`src/rtl/alu_board_ctrl_if.sv`:
```
// Board-side bundle for alu_board_ctrl: switch/key inputs, ALU operand/result
// wiring and seven-segment outputs. The board/bench side uses master; the controller uses slave.
interface alu_board_ctrl_if #(
    parameter int DATA_W     = 32,
    parameter int SW_W       = 16,
    parameter int NUM_DIGITS = 8
);
    logic [3:0]              key_n;
    logic [SW_W-1:0]         sw_data;
    logic                    sw_ext;
    logic [DATA_W-1:0]       result;
    logic [DATA_W-1:0]       portA;
    logic [DATA_W-1:0]       portB;
    logic [3:0]              aluop;
    logic [1:0]              disp_mode;
    logic [7*NUM_DIGITS-1:0] hex_n;

    modport master (
        output key_n, sw_data, sw_ext, result,
        input  portA, portB, aluop, disp_mode, hex_n
    );

    modport slave (
        input  key_n, sw_data, sw_ext, result,
        output portA, portB, aluop, disp_mode, hex_n
    );
endinterface

```
`src/rtl/alu_board_ctrl.sv`:
```
// DE2 board controller for the ALU: debounced key commands load operands, step the
// opcode and cycle the display source. Optional macro ALU_BOARD_LZB_EN enables leading-zero blanking.
module alu_board_ctrl #(
    parameter int DATA_W     = 32,
    parameter int SW_W       = 16,
    parameter int NUM_DIGITS = 8,
    parameter int DB_CYCLES  = 500000
) (
    input  logic              CLOCK_50,
    input  logic              RST,
    alu_board_ctrl_if.slave   bus
);
    localparam int CNT_W = (DB_CYCLES > 1) ? $clog2(DB_CYCLES) : 1;
    localparam logic [CNT_W-1:0] CNT_MAX = CNT_W'(DB_CYCLES - 1);
    localparam int SRC_W = 4 * NUM_DIGITS;

    typedef enum logic [1:0] {
        MODE_RESULT = 2'd0,
        MODE_OPA    = 2'd1,
        MODE_OPB    = 2'd2,
        MODE_BAD    = 2'd3
    } mode_t;

    logic [3:0]        press;
    logic [DATA_W-1:0] operand;
    logic [DATA_W-1:0] port_a_reg;
    logic [DATA_W-1:0] port_b_reg;
    logic [3:0]        aluop_reg;
    mode_t             mode_reg, mode_next;
    logic [SRC_W-1:0]  src;

    function automatic logic [6:0] glyph(input logic [3:0] n);
        case (n)
            4'h0: glyph = 7'h40;  4'h1: glyph = 7'h79;
            4'h2: glyph = 7'h24;  4'h3: glyph = 7'h30;
            4'h4: glyph = 7'h19;  4'h5: glyph = 7'h12;
            4'h6: glyph = 7'h02;  4'h7: glyph = 7'h78;
            4'h8: glyph = 7'h00;  4'h9: glyph = 7'h10;
            4'hA: glyph = 7'h08;  4'hB: glyph = 7'h03;
            4'hC: glyph = 7'h27;  4'hD: glyph = 7'h21;
            4'hE: glyph = 7'h06;  default: glyph = 7'h0E;
        endcase
    endfunction

    // Per-key synchroniser + debouncer; a press pulse fires only on the debounced fall.
    generate
        for (genvar gi = 0; gi < 4; gi++) begin : g_key
            logic             s1_reg, s2_reg, db_reg, press_reg;
            logic [CNT_W-1:0] cnt_reg;

            always_ff @(posedge CLOCK_50 or posedge RST) begin
                if (RST) begin
                    s1_reg    <= 1'b1;
                    s2_reg    <= 1'b1;
                    db_reg    <= 1'b1;
                    press_reg <= 1'b0;
                    cnt_reg   <= '0;
                end else begin
                    s1_reg    <= bus.key_n[gi];
                    s2_reg    <= s1_reg;
                    press_reg <= 1'b0;
                    if (s2_reg != db_reg) begin
                        if (cnt_reg == CNT_MAX) begin
                            db_reg    <= s2_reg;
                            cnt_reg   <= '0;
                            press_reg <= ~s2_reg;
                        end else begin
                            cnt_reg <= cnt_reg + CNT_W'(1);
                        end
                    end else begin
                        cnt_reg <= '0;
                    end
                end
            end

            assign press[gi] = press_reg;
        end
    endgenerate

    always_comb begin
        operand              = {DATA_W{bus.sw_ext}};
        operand[SW_W-1:0]    = bus.sw_data;
    end

    always_ff @(posedge CLOCK_50 or posedge RST) begin
        if (RST) begin
            port_a_reg <= '0;
            port_b_reg <= '0;
            aluop_reg  <= '0;
        end else begin
            if (press[0]) port_a_reg <= operand;
            if (press[1]) port_b_reg <= operand;
            if (press[2]) aluop_reg  <= aluop_reg + 4'd1;
        end
    end

    // Display mode FSM: state register
    always_ff @(posedge CLOCK_50 or posedge RST) begin
        if (RST) mode_reg <= MODE_RESULT;
        else     mode_reg <= mode_next;
    end

    // Display mode FSM: next state
    always_comb begin
        mode_next = mode_reg;
        case (mode_reg)
            MODE_RESULT: if (press[3]) mode_next = MODE_OPA;
            MODE_OPA:    if (press[3]) mode_next = MODE_OPB;
            MODE_OPB:    if (press[3]) mode_next = MODE_RESULT;
            default:     mode_next = MODE_RESULT;
        endcase
    end

    // Display mode FSM: outputs (display source select)
    always_comb begin
        src = '0;
        case (mode_reg)
            MODE_OPA: src[DATA_W-1:0] = port_a_reg;
            MODE_OPB: src[DATA_W-1:0] = port_b_reg;
            default:  src[DATA_W-1:0] = bus.result;
        endcase
    end

    generate
        for (genvar gi = 0; gi < NUM_DIGITS; gi++) begin : g_digit
            logic [3:0] nib;
            logic [6:0] seg_next;
            logic [6:0] seg_reg;

            assign nib = src[4*gi +: 4];
`ifdef ALU_BOARD_LZB_EN
            logic upper_nz;
            assign upper_nz = |src[SRC_W-1:4*gi];
            // Digit 0 is never blanked so a zero value still shows "0".
            assign seg_next = (gi != 0 && !upper_nz) ? 7'h7F : glyph(nib);
`else
            assign seg_next = glyph(nib);
`endif
            always_ff @(posedge CLOCK_50 or posedge RST) begin
                if (RST) seg_reg <= 7'h7F;
                else     seg_reg <= seg_next;
            end

            assign bus.hex_n[7*gi +: 7] = seg_reg;
        end
    endgenerate

    assign bus.portA     = port_a_reg;
    assign bus.portB     = port_b_reg;
    assign bus.aluop     = aluop_reg;
    assign bus.disp_mode = mode_reg;
endmodule
```
`src/flat_wrapper.sv`:
```
// flat-port wrapper written by rule: the top's interface ports become plain ports
module alu_board_ctrl_flat 
#(
    parameter int DATA_W     = 32,
    parameter int SW_W       = 16,
    parameter int NUM_DIGITS = 8,
    parameter int DB_CYCLES  = 500000
)
  (CLOCK_50, RST, bus_key_n, bus_sw_data, bus_sw_ext, bus_result, bus_portA, bus_portB, bus_aluop, bus_disp_mode, bus_hex_n);
  alu_board_ctrl_if #(.DATA_W(DATA_W), .SW_W(SW_W), .NUM_DIGITS(NUM_DIGITS)) bus_i ();
  input  logic CLOCK_50;
  input  logic RST;
  input wire logic [$bits(bus_i.key_n)-1:0] bus_key_n;
  input wire logic [$bits(bus_i.sw_data)-1:0] bus_sw_data;
  input wire logic [$bits(bus_i.sw_ext)-1:0] bus_sw_ext;
  input wire logic [$bits(bus_i.result)-1:0] bus_result;
  output wire logic [$bits(bus_i.portA)-1:0] bus_portA;
  output wire logic [$bits(bus_i.portB)-1:0] bus_portB;
  output wire logic [$bits(bus_i.aluop)-1:0] bus_aluop;
  output wire logic [$bits(bus_i.disp_mode)-1:0] bus_disp_mode;
  output wire logic [$bits(bus_i.hex_n)-1:0] bus_hex_n;
  assign bus_i.key_n = bus_key_n;
  assign bus_i.sw_data = bus_sw_data;
  assign bus_i.sw_ext = bus_sw_ext;
  assign bus_i.result = bus_result;
  assign bus_portA = bus_i.portA;
  assign bus_portB = bus_i.portB;
  assign bus_aluop = bus_i.aluop;
  assign bus_disp_mode = bus_i.disp_mode;
  assign bus_hex_n = bus_i.hex_n;
  alu_board_ctrl #(.DATA_W(DATA_W), .SW_W(SW_W), .NUM_DIGITS(NUM_DIGITS), .DB_CYCLES(DB_CYCLES)) u_core (.CLOCK_50(CLOCK_50), .RST(RST), .bus(bus_i));
endmodule
```
`config.mk`:
```
export PLATFORM = sky130hd
export DESIGN_NAME = alu_board_ctrl_flat
export DESIGN_NICKNAME = d
export VERILOG_FILES = /design/src/rtl/alu_board_ctrl_if.sv /design/src/rtl/alu_board_ctrl.sv /design/src/flat_wrapper.sv
export SDC_FILE = /design/constraint.sdc
export NUM_CORES = 1
export LEC_CHECK = 0
export ABC_AREA = 1
export CAP_MARGIN = 20
export CORE_MARGIN = 3
export CORE_UTILIZATION = 40
export DETAILED_ROUTE_END_ITERATION = 10
export GPL_ROUTABILITY_DRIVEN = 0
export PLACE_DENSITY = 0.6
export RECOVER_POWER = 50
export SLEW_MARGIN = 25
export SYNTH_ARGS = -nofsm -noshare
export SYNTH_HDL_FRONTEND = slang
export SYNTH_SLANG_ARGS = --single-unit
```
`constraint.sdc`:
```
create_clock -name CLOCK_50 -period 13.5 [get_ports CLOCK_50]
set_clock_uncertainty 0.05 [all_clocks]
set_input_delay 2.7 -clock CLOCK_50 [delete_from_list [all_inputs] [get_ports CLOCK_50]]
set_output_delay 2.7 -clock CLOCK_50 [all_outputs]
set_load 0.01 [all_outputs]
```
---- Word-level counts from Yosys, hierarchy flattened ----
Memories as Yosys holds them, arrays and structs flattened. A register that Yosys moved wholly into a read port is not among the register bits.
Index checks and enable logic that the tools add are counted.
storage, ports and cells
  bits in registers ....................... 132
  memory bits (read-only) ................. 896
  bits of input ports ..................... 55
  output and inout port bits .............. 126
  memories kept ........................... 8
cells by class
  $add $sub $neg .......................... 5
  equality and inequality tests ........... 13
  mux-type cells .......................... 21
  bitwise logic cells ..................... 4
  reduce and logical (&&, ||, !) cells .... 6
memories
  name              words  bits a word  read ports  clocked after memory_dff  wr ports  line                  RTL
  (name not given)  16     7            1           1                         0         alu_board_ctrl.sv:33  case (n)
  (name not given)  16     7            1           1                         0         alu_board_ctrl.sv:33
  (name not given)  16     7            1           1                         0         alu_board_ctrl.sv:33
  (name not given)  16     7            1           1                         0         alu_board_ctrl.sv:33
  (name not given)  16     7            1           1                         0         alu_board_ctrl.sv:33
  (name not given)  16     7            1           1                         0         alu_board_ctrl.sv:33
  +2 memories       --     --           --          --                        --        --
operators with widths
  operator                 number
  $mux W19                 8
  $add A19 B1 Y19 const B  4
  $eq A19 B19 Y1 const B   4
  $pmux W32 S2             1
  $mux W1                  8
  $reduce_and A2 Y1        4
  $mux W2                  3
  $ne A2 B1 Y1 const B     3
  $pmux W2 S3              1
  $add A4 B1 Y4 const B    1
  $ne A1 B1 Y1             4
  $not A1 Y1               4
  $reduce_and A3 Y1        1
  $eq A2 B1 Y1 const B     1
  $eq A2 B2 Y1 const B     1
  $logic_not A2 Y1         1

---- Longest topological paths before layout ----
Gate-level depths: netlist of the first run.
  depth in word-level cells ............... 3
  gate-level depth with buffers ........... 16
  depth with buffers taken out ............ 13

---- Worst setup path after synthesis of the first run ----
No wires, ideal clock.
  path kind ............................... input port to flip-flop
  start point ............................. in bus_result[21]
  end point ............................... reg u_core.g_digit[5].seg_reg[3]
  setup time .............................. 0.060 ns
  arrival time ............................ 3.672 ns
  data required time ...................... 13.390 ns
  slack ................................... 9.718 ns
  stages on the path ...................... 7
  cells stage by stage .................... or2_1 > nand2_1 > inv_1 > ha_1 > nand3_1 > nand3_1 > nand2_1
on the way
  word-level cells in the longest chain between the ends .. 1
RTL lines
  item                line                   RTL
  start: declaration  flat_wrapper.sv:16     input wire logic [$bits(bus_i.result)-1:0] bus_result;
  $pmux W32 S2        alu_board_ctrl.sv:117  case (mode_reg)
  end: declaration    alu_board_ctrl.sv:128  logic [6:0] seg_reg;
No other way between the ends.
A chain may end at the register's enable or synchronous reset.

==> summary.md, run 1 <==
| Metric | Value |
|---|---|
| CP endpoint kind | async pin |
| Fmax | 157 MHz |
| DR vias/cell | 4.80 |
| Worst-Margin Slew | 4790 ps |
| Syn Area/Cell | 8.16 um^2 |
| DIE AREA | 0.0288 mm^2 |
| Layout cell share with drive strength beyond 1 | 11.9% |
| Cells on worst reg2reg path | 10 |
| Syn_nets | 1428 |
| Clock latency reported for the late side of the worst-skew pair | 430 ps |
| Routed Antenna Nets | 0 |
| Inserted Diodes | 0 |
| Most frequent cells in the layout | nand2_1, nor2_1, clkdlybuf4s50_1 |
| 1st-iter DRT viols | 645 |
| Cell variety after synth | 42 |
| Hold Crit Depth | 0 |
| Worst Hold End | u_core.g_key[2].s2_reg$_DFF_PP1_ |
| CTS max path bufs | 2 |
| Die H | 170 um |
| IO Count | 181 |
| Clock Sinks | 188 |
| CTS clk-pin slew, worst paths | 70 ps |
| Multi-input logic area | 0.00500 mm^2 |
| Seq/Total Area, Yosys | 44.6% |
| Hold_sp | u_core.g_key[2].s1_reg$_DFF_PP1_ |
| Core area | 0.0262 mm^2 |
| Wire length per cell | 13.5 um |
| Largest register FFs | 76 |
| R2r setup slk | 10580 ps |
| Vias | 8729 |
| Final nets | 1583 |
| Worst flop-to-flop path endpoint | u_core.g_digit[0].seg_reg[3]$_DFF_PP1_ |
| CTS Root Cell | clkbuf_16 |
| Synth Instances | 1315 |
| Wirelength, routed | 24500 um |
| Pre-Repair DR Iteration Count | 5 |
| Slew headroom | -221% |
| Critical Path AT | 6000 ps |
| CTS Buf Count | 17 |
| Setup repair after global routing missed its margin | false |
| Top cell type's share of synthesized area | 28.0% |
| Cell family with most CP delay | buffers and inverters |
| Commonest non-fill, non-tap cell in the layout | nand2_1 |
| Max Cap Viol | 1 |
| Register bit total from synthesis | 188 |
| Area Growth Syn to Fin | 22.5% |
| Grt ovf | 0 |
| Post-CTS setup buffer count | 0 |
| Syn. warnings | 0 |
| Violated checks | max-capacitance violations, max-slew violations |
| Synth area leaders | dfrtp_1, dfstp_2, nand2_1 |
| Final HPWL DP | 17800 um |
| Peak supply drop | 0.0853 mV |
| Worst EP required | 13130 ps |
| Final hold vios | 0 |
| # rows | 59 |
| CP max stage cell | clkinvlp_2 |
| Cell area after synthesis | 0.0107 mm^2 |
| CTS tree | done |
| Crit start category | primary input |
| R2R Path Start | u_core.bus.disp_mode[1]$_DFFE_PP0P_ |
| Port bufs | 180 |
| Post-synth top area cell | dfrtp_1 |
| CP startpoint | RST |
| First-pass GRT wire length | 41000 um |
| Overall routing resource usage | 17.2% |
| CP max FO | 110 |
| Max Slew Vio Count | 111 |
| Vias in the first global route | 8410 |
| Setup TNS | 0 ps |
| Drt drc | 0 |
| Hold buffers post-CTS | 0 |
| Register area | 0.00479 mm^2 |
| Crit path buf inv count | 2 |
| Pin count of the biggest net entering global routing | 111 |
| Pwr dens | 93.8 mW/mm^2 |
| Biggest cell delay along the critical path | 2690 ps |
| Initial antenna violation count | 0 |
| Filler instances | 2493 |
| Crit-path cells | dlygate4sd3_1 > clkinvlp_2 |
| Worst Hold Class | flop to flop |
| # setup viols final | 0 |
| Max H-tree Level | 4 |
| Critical path class | primary input to async pin |
| Final min period | 6360 ps |
| Tcrit/Tclk final | 47.1% |
| PostCTS Resize Cnt | 0 |
| Die X | 170 um |
| Setup WS pre-CTS | 8570 ps |
| Status | complete, but fails checks |
| Setup slack after layout | 7140 ps |
| Leakage power | 6.00 nW |
| Initial Utilization | 41.0% |
[per-layer routing]
metal / global-route usage, % / routed length, um / vias up
li1: - / - / 4455
met1: 23.5 / 11500 / 4029
met2: 27.9 / 11200 / 210
met3: 2.69 / 1200 / 35
met4: 6.47 / 627 / 0
met5: 0 / 0 / -
[area by class of cell]
cell class | count | share of cell area (%)
Inverter | 144 | 4.14
Clock inverter | 13 | 1.07
Clock buffer | 19 | 3.37
Multi-Input combinational cell | 937 | 38.0
Tap cell | 335 | 3.19
Sequential cell | 188 | 36.4
Timing Repair Buffer | 182 | 13.8
[per-stage QoR]
stage / util, % / hold WS (ps) / cells / cell area [um^2] / total power [mW]
3_3_place_gp: 48.1 / 297 / 1786 / 12600 / 0.743
2_1_floorplan: - / 295 / 1315 / 10700 / 0.678
4_1_cts: 50.3 / 308 / 1818 / 13200 / 1.25
6_report: 50.2 / 307 / 1818 / 13200 / 1.23
3_5_place_dp: 48.1 / 297 / 1786 / 12600 / 0.744
5_1_grt: 50.2 / 311 / 1818 / 13200 / 1.29
[report_power, final]
part | total, mW | switching [mW] | internal (mW)
combinational | 0.131 | 0.0727 | 0.0578
clock | 0.504 | 0.224 | 0.279
sequential | 0.599 | 0.00703 | 0.592
[worst max-delay path by stage]
stage	endpoint	slack [ps]	depth (start not counted)
detailed placement	u_core.g_key[3].cnt_reg[12]$_DFF_PP0_	8570	3
finish	u_core.bus.portB[11]$_DFFE_PP0P_	7140	2
global placement	u_core.g_key[2].cnt_reg[0]$_DFF_PP0_	8570	3
global route	u_core.bus.portB[11]$_DFFE_PP0P_	6320	2
CTS	bus_portB[31]	8810	1
floorplan	u_core.bus.aluop[0]$_DFFE_PP0P_	5750	1
[synth_stat cells]
| library cell | number |
|---|---|
| nand2_1 | 351 |
| nor2_1 | 192 |
| inv_1 | 128 |
| dfrtp_1 | 120 |
| nand3_1 | 109 |
| dfstp_2 | 68 |
| ha_1 | 58 |
| mux2_2 | 35 |
| buf_4 | 34 |
| o21ai_0 | 27 |
| xor2_1 | 26 |
| a21oi_1 | 25 |
| inv_2 | 15 |
| nor3_1 | 15 |
| nand4_1 | 14 |
| o21ai_1 | 13 |
| xnor2_1 | 11 |
| nand2_2 | 8 |
| o21ai_2 | 8 |
| nand3b_1 | 6 |
| o21ai_4 | 6 |
| buf_2 | 5 |
| buf_6 | 5 |
| nand3_2 | 4 |
| nor2_2 | 4 |
| nor3b_1 | 4 |
| or2_1 | 3 |
| and2_1 | 2 |
| buf_12 | 2 |
| o211ai_1 | 2 |
| o21a_1 | 2 |
| o22ai_1 | 2 |
| or2_2 | 2 |
| a31oi_1 | 1 |
| and2_0 | 1 |
| and3_1 | 1 |
| inv_4 | 1 |
| nand2_4 | 1 |
| nor4_1 | 1 |
| o21bai_1 | 1 |
| o31ai_1 | 1 |
| xnor2_2 | 1 |
[cell families after synthesis]
family	Yosys count	synth area share [%]
AOI/OAI and AO/OA	88	5.19
xor gates and xnor gates	38	3.17
adders and majority gates	58	6.76
buffers and inverters	190	8.57
DFF	188	44.6
muxes	35	3.67
and+or+nand+nor	718	28.0
(Power assumes the default switching activity.)
==> run 2: changes to the inputs <==
Settings changed: PLACE_DENSITY 0.6 to 0.62.
Clock period 13.5 ns to 5.5 ns, I/O delays scaled along.
==> run 2 against run 1 <==
Effect of this change:
- the flow now finishes without violations
- sequential share of layout area shrank 0.22 points
- critical endpoint is now bus_portB[22]
- via count down 0.47%
- largest cell class unchanged
- non-clock buffer count increased by 1
==> summary.md, run 2 (synthesis results as in run 1) <==
| Metric | Value |
|---|---|
| Status | completed (was complete, but fails checks) |
| Final min period | 3060 ps |
| Critical path class | flop to output pin (was primary input to async pin) |
| Crit start category | flop (was primary input) |
| IO Count | 181 (unchanged) |
| Filler instances | 2425 (was 2493) |
| Pin count of the biggest net entering global routing | 189 (was 111) |
| Core area | 0.0262 mm^2 (unchanged) |
| Worst flop-to-flop path endpoint | u_core.g_digit[7].seg_reg[1]$_DFF_PP1_ (was u_core.g_digit[0].seg_reg[3]$_DFF_PP1_) |
| Total placed instance area | 0.0126 mm^2 (about the same) |
| DIE AREA | 0.0288 mm^2 (unchanged) |
| Final nets | 1584 (was 1583) |
| Max Cap Viol | 0 (was 1) |
| Area Growth Syn to Fin | 23.2% (was 22.5%) |
| Crit-path cells | clkdlybuf4s50_1 (was dlygate4sd3_1 > clkinvlp_2) |
| 1st-iter DRT viols | 516 (was 645) |
| Pwr dens | 230 mW/mm^2 (was 93.8 mW/mm^2) |
| Clock latency reported for the late side of the worst-skew pair | 440 ps (was 430 ps) |
| Routed Antenna Nets | 0 (unchanged) |
| # rows | 59 (unchanged) |
| Cells on worst reg2reg path | 9 (was 10) |
| CTS Root Cell | clkbuf_16 (unchanged) |
| Wirelength, routed | 24600 um (was 24500 um) |
| Commonest non-fill, non-tap cell in the layout | nand2_1 (unchanged) |
| Pre-Repair DR Iteration Count | 5 (unchanged) |
| Post-CTS setup buffer count | 0 (unchanged) |
| Setup TNS | 0 ps (unchanged) |
| Fmax | 327 MHz |
| R2r setup slk | 2530 ps (was 10580 ps) |
| Most frequent cells in the layout | nand2_1, nor2_1, clkdlybuf4s50_1 (unchanged) |
| # setup viols final | 0 (unchanged) |
| Max Slew Vio Count | 0 (was 111) |
| Final HPWL DP | 17900 um (was 17800 um) |
| Drt drc | 0 (unchanged) |
| First-pass GRT wire length | 40600 um (was 41000 um) |
| PostCTS Resize Cnt | 0 (unchanged) |
| Layout cell share with drive strength beyond 1 | 12.1% (was 11.9%) |
| Critical Path AT | 1910 ps (was 6000 ps) |
| WL met3 | 1120 um (was 1200 um) |
| Slew headroom | 37.4% (was -221%) |
| Clock Sinks | 188 (unchanged) |
| Leakage power | 6.03 nW (was 6.00 nW) |
| Max layer used | met4 (unchanged) |
| CP endpoint kind | output pin (was async pin) |
| CTS tree | done (unchanged) |
| Vias in the first global route | 8221 (was 8410) |
| Inserted Diodes | 0 (unchanged) |
| Initial antenna violation count | 0 (unchanged) |
| Largest register FFs | 76 (unchanged) |
| CTS max path bufs | 2 (unchanged) |
| Setup repair after global routing missed its margin | false (unchanged) |
| CTS Buf Count | 17 (unchanged) |
| WL met2 | 11800 um (was 11200 um) |
| Tcrit/Tclk final | 55.6% |
| Post-route cell area | 0.0132 mm^2 (about the same) |
| Worst EP required | 4350 ps (was 13130 ps) |
| Cell family with most CP delay | flip-flops (was buffers and inverters) |
| CP Depth | 1 (was 2) |
| R2R Path Start | u_core.bus.disp_mode[0]$_DFFE_PP0P_ (was u_core.bus.disp_mode[1]$_DFFE_PP0P_) |
| Grt ovf | 0 (unchanged) |
| Worst-Margin Slew | 939 ps (was 4790 ps) |
| Overall routing resource usage | 17.2% (about the same) |
| Hold_sp | u_core.g_key[2].s1_reg$_DFF_PP1_ (unchanged) |
| Vias | 8688 (was 8729) |
| Max H-tree Level | 4 (unchanged) |
| Placed cells | 1786 (unchanged) |
| Metal-1 WL | 11300 um (was 11500 um) |
| DR vias/cell | 4.78 (was 4.80) |
| Post-route non-filler standard cell count | 1819 (was 1818) |
| Hold Crit Depth | 0 (unchanged) |
| Initial Utilization | 41.0% (unchanged) |
| CP startpoint | u_core.bus.portB[16]$_DFFE_PP0P_ (was RST) |
| Hold buffers post-CTS | 0 (unchanged) |
| Peak supply drop | 0.173 mV (was 0.0853 mV) |
| Wire length per cell | 13.5 um (about the same) |
| CTS clk-pin slew, worst paths | 80 ps (was 70 ps) |
| Worst Hold End | u_core.g_key[2].s2_reg$_DFF_PP1_ (unchanged) |
| Die H | 170 um (unchanged) |
| Worst Hold Class | flop to flop (unchanged) |
| Biggest cell delay along the critical path | 790 ps (was 2690 ps) |
| Final hold vios | 0 (unchanged) |
| CP max FO | 18 (was 110) |
| Crit path buf inv count | 1 (was 2) |
| Die X | 170 um (unchanged) |
| CP max stage cell | dfrtp_1 (was clkinvlp_2) |
| Port bufs | 180 (unchanged) |
run 2: changes by cell type in the layout (fill, tap and decap cells not counted), sizes merged:
cell and change:
bufinv -2, dlygate4sd3 -20, clkinv -3, buf +1, clkinvlp -1, clkbuf +4, inv +2, clkdlybuf4s50 +20
run 2: routing by layer:
layer | up-vias | GRT usage, %
met5 | - | 0
met4 | 0 | 4.55
met3 | 20 | 2.93
met2 | 182 | 29.3
met1 | 4045 | 22.8
li1 | 4441 | -
run 2: worst max-delay path by stage:
stage	end	slack, ps
2_1_floorplan	u_core.bus.aluop[0]$_DFFE_PP0P_	1990
3_3_place_gp	u_core.g_digit[7].seg_reg[1]$_DFF_PP1_	2640
3_5_place_dp	u_core.g_digit[7].seg_reg[1]$_DFF_PP1_	2520
4_1_cts	bus_portB[22]	2400
5_1_grt	u_core.g_digit[7].seg_reg[1]$_DFF_PP1_	2260
6_report	bus_portB[22]	2440
run 2: report_power, final:
part / internal, mW / switching (mW) / total [mW]
Clock: 0.695 / 0.555 / 1.25
Combinational: 0.148 / 0.179 / 0.327
Sequential: 1.45 / 0.0184 / 1.47
Total: 2.30 / 0.752 / 3.05
run 2: stage by stage:
stage	worst slack [ps]	hold WS [ps]	util [%]	total power, mW
final	2440	306	50.5	3.05
after global routing	2260	312	50.5	3.19
after CTS	2400	308	50.4	3.09
after detailed placement	2520	298	48.1	1.83
after global placement	2640	296	48.1	1.82
after floorplan	1990	295	-	1.66
run 2: final cells by class:
| type | instances | area (um^2) | share of cell area, % |
|---|---|---|---|
| Clock buffer | 23 | 533 | 4.03 |
| Clock inverter | 9 | 68.8 | 0.520 |
| Inverter | 144 | 544 | 4.11 |
| Multi-Input combinational cell | 937 | 5020 | 37.9 |
| Sequential cell | 188 | 4790 | 36.2 |
| Tap cell | 335 | 419 | 3.17 |
| Timing Repair Buffer | 183 | 1860 | 14.0 |
==> run 3: changes to the inputs <==
Clock period 5.5 ns to 2.48 ns, I/O delays scaled along.
==> run 3 against run 2 <==
Effect of this change:
- die area unchanged
- global-route usage grew 0.38 points
- worst hold slack got worse by 0.70 ps
- sequential power rose by 120%
- non-clock buffer count is 17 higher
- critical endpoint is now u_core.g_digit[2].seg_reg[3]$_DFF_PP1_
- largest power group unchanged
==> summary.md, run 3 (synthesis results as in run 1) <==
| Metric | Value |
|---|---|
| CP startpoint | u_core.bus.disp_mode[0]$_DFFE_PP0P_ (was u_core.bus.portB[16]$_DFFE_PP0P_) |
| Leakage power | 6.08 nW (was 6.03 nW) |
| Initial antenna violation count | 0 (unchanged) |
| Worst flop-to-flop path endpoint | u_core.g_digit[2].seg_reg[3]$_DFF_PP1_ (was u_core.g_digit[7].seg_reg[1]$_DFF_PP1_) |
| CTS max path bufs | 2 (unchanged) |
| 1st-iter DRT viols | 523 (was 516) |
| Worst setup path end | u_core.g_digit[2].seg_reg[3]$_DFF_PP1_ (was bus_portB[22]) |
| Worst-Margin Slew | 1460 ps (was 939 ps) |
| Cells on worst reg2reg path | 11 (was 9) |
| R2r setup slk | 240 ps (was 2530 ps) |
| Routed Antenna Nets | 0 (unchanged) |
| Final min period | 2240 ps |
| Pre-Repair DR Iteration Count | 5 (unchanged) |
| Initial Utilization | 41.0% (unchanged) |
| Layout cell share with drive strength beyond 1 | 13.3% (was 12.1%) |
| WL met2 | 11600 um (was 11800 um) |
| Critical Path AT | 2560 ps (was 1910 ps) |
| WL met3 | 1130 um (was 1120 um) |
| DIE AREA | 0.0288 mm^2 (unchanged) |
| Pwr dens | 504 mW/mm^2 (was 230 mW/mm^2) |
| Metal-1 WL | 11800 um (was 11300 um) |
| CTS Buf Count | 17 (unchanged) |
| Filler instances | 2473 (was 2425) |
| CTS tree | done (unchanged) |
| Critical path class | flop to flop (was flop to output pin) |
| Worst EP required | 2790 ps (was 4350 ps) |
| CTS clk-pin slew, worst paths | 70 ps (was 80 ps) |
| CP endpoint kind | flop (was output pin) |
| Crit start category | flop (unchanged) |
| Power Total | 6.71 mW (was 3.05 mW) |
| Cell family with most CP delay | adder cells (was flip-flops) |
| Vias | 8790 (was 8688) |
| Max layer used | met4 (unchanged) |
| CP max stage cell | ha_4 (was dfrtp_1) |
| Fmax | 446 MHz |
| Biggest cell delay along the critical path | 420 ps (was 790 ps) |
| R2R Path Start | u_core.bus.disp_mode[0]$_DFFE_PP0P_ (unchanged) |
| Tcrit/Tclk final | 90.5% |
| Core area | 0.0262 mm^2 (unchanged) |
| Max H-tree Level | 4 (unchanged) |
| Final Util | 50.8% (was 50.5%) |
| DR vias/cell | 4.79 (was 4.78) |
| First-pass GRT wire length | 41400 um (was 40600 um) |
| Worst Hold Class | flop to flop (unchanged) |
| Grt ovf | 0 (unchanged) |
| Clock latency reported for the late side of the worst-skew pair | 430 ps (was 440 ps) |
| Final hold vios | 0 (unchanged) |
| Final nets | 1601 (was 1584) |
| Clock Sinks | 188 (unchanged) |
| Largest register FFs | 76 (unchanged) |
| Crit path buf inv count | 4 (was 1) |
| # rows | 59 (unchanged) |
| Wirelength, routed | 24900 um (was 24600 um) |
| Overall routing resource usage | 17.6% (was 17.2%) |
| Slew headroom | 2.77% (was 37.4%) |
| Inserted Diodes | 0 (unchanged) |
| Crit-path cells | inv_1 > ha_4 > buf_4 > nand3_2 > o21ai_2 > inv_1 > ha_1 > inv_1 > nand2_1 > nand3_1 > nand2_1 (was clkdlybuf4s50_1) |
| Vias in the first global route | 8480 (was 8221) |
| Hold buffers post-CTS | 0 (unchanged) |
| CP max FO | 18 (unchanged) |
| Commonest non-fill, non-tap cell in the layout | nand2_1 (unchanged) |
| Final HPWL DP | 18700 um (was 17900 um) |
| Drt drc | 0 (unchanged) |
| Most frequent cells in the layout | nand2_1, nor2_1, clkdlybuf4s50_1 (unchanged) |
| Status | completed (unchanged) |
| CTS Root Cell | clkbuf_16 (unchanged) |
| Die H | 170 um (unchanged) |
| Post-route cell area | 0.0133 mm^2 (was 0.0132 mm^2) |
| # setup viols final | 0 (unchanged) |
| Total placed instance area | 0.0128 mm^2 (was 0.0126 mm^2) |
| Port bufs | 180 (unchanged) |
| Peak supply drop | 0.284 mV (was 0.173 mV) |
| CP Depth | 11 (was 1) |
| Pin count of the biggest net entering global routing | 85 (was 189) |
| Wire length per cell | 13.5 um (about the same) |
| Max Slew Vio Count | 0 (unchanged) |
| IO Count | 181 (unchanged) |
| Max Cap Viol | 0 (unchanged) |
| Area Growth Syn to Fin | 24.0% (was 23.2%) |
| Cell mode on critical path | inv_1 |
| Die X | 170 um (unchanged) |
run 3: changes by cell type in the layout (fill, tap and decap cells not counted), sizes merged:
cell and delta:
buf +11, clkinv +1, inv -4, clkbuf +8, clkinvlp +1
run 3: worst min path at each step:
stage | startpoint | endpoint | slack, ps | cells past startpoint
finish | u_core.g_key[1].s1_reg$_DFF_PP1_ | u_core.g_key[1].s2_reg$_DFF_PP1_ | 310 | 0
global route | u_core.g_key[1].s1_reg$_DFF_PP1_ | u_core.g_key[1].s2_reg$_DFF_PP1_ | 310 | 0
CTS | u_core.g_key[1].s1_reg$_DFF_PP1_ | u_core.g_key[1].s2_reg$_DFF_PP1_ | 310 | 0
detailed placement | u_core.g_key[3].s1_reg$_DFF_PP1_ | u_core.g_key[3].s2_reg$_DFF_PP1_ | 300 | 0
global placement | u_core.g_key[2].s1_reg$_DFF_PP1_ | u_core.g_key[2].s2_reg$_DFF_PP1_ | 300 | 0
floorplan | u_core.g_key[0].s1_reg$_DFF_PP1_ | u_core.g_key[0].s2_reg$_DFF_PP1_ | 300 | 0
run 3: final cells by class:
cell class | instances | area [um^2] | area share (%)
inverter | 144 | 544 | 4.09
multi-input combinational | 937 | 5030 | 37.8
tap | 335 | 419 | 3.15
clock buffer | 25 | 538 | 4.04
sequential | 188 | 4790 | 36.0
clock inverter | 7 | 52.6 | 0.395
timing repair buffer | 200 | 1940 | 14.5
run 3: per-layer routing:
| metal | global-route usage, % | vias to the layer above |
|---|---|---|
| li1 | - | 4477 |
| met1 | 24.4 | 4092 |
| met2 | 28.7 | 199 |
| met3 | 2.95 | 22 |
| met4 | 4.73 | 0 |
| met5 | 0 | - |
run 3: timing repair:
item                                    in CTS  in global routing
buffers inserted                             0                  0
endpoints found under the setup margin       0                 43
gates resized for setup                      0                  1
run 3: report_power, final:
| part | switching (mW) | internal [mW] |
|---|---|---|
| clock | 1.21 | 1.52 |
| sequential | 0.0381 | 3.22 |
| combinational | 0.402 | 0.325 |
run 3: per-stage QoR:
step	hold slack (ps)	cells	setup slack [ps]	setup TNS, ps
final	306	1836	235	0
after global routing	312	1836	-7.03	-11.1
after CTS	308	1836	46.2	0
after detailed placement	297	1804	97.1	0
after global placement	297	1804	185	0
after floorplan	295	1315	-431	-51720
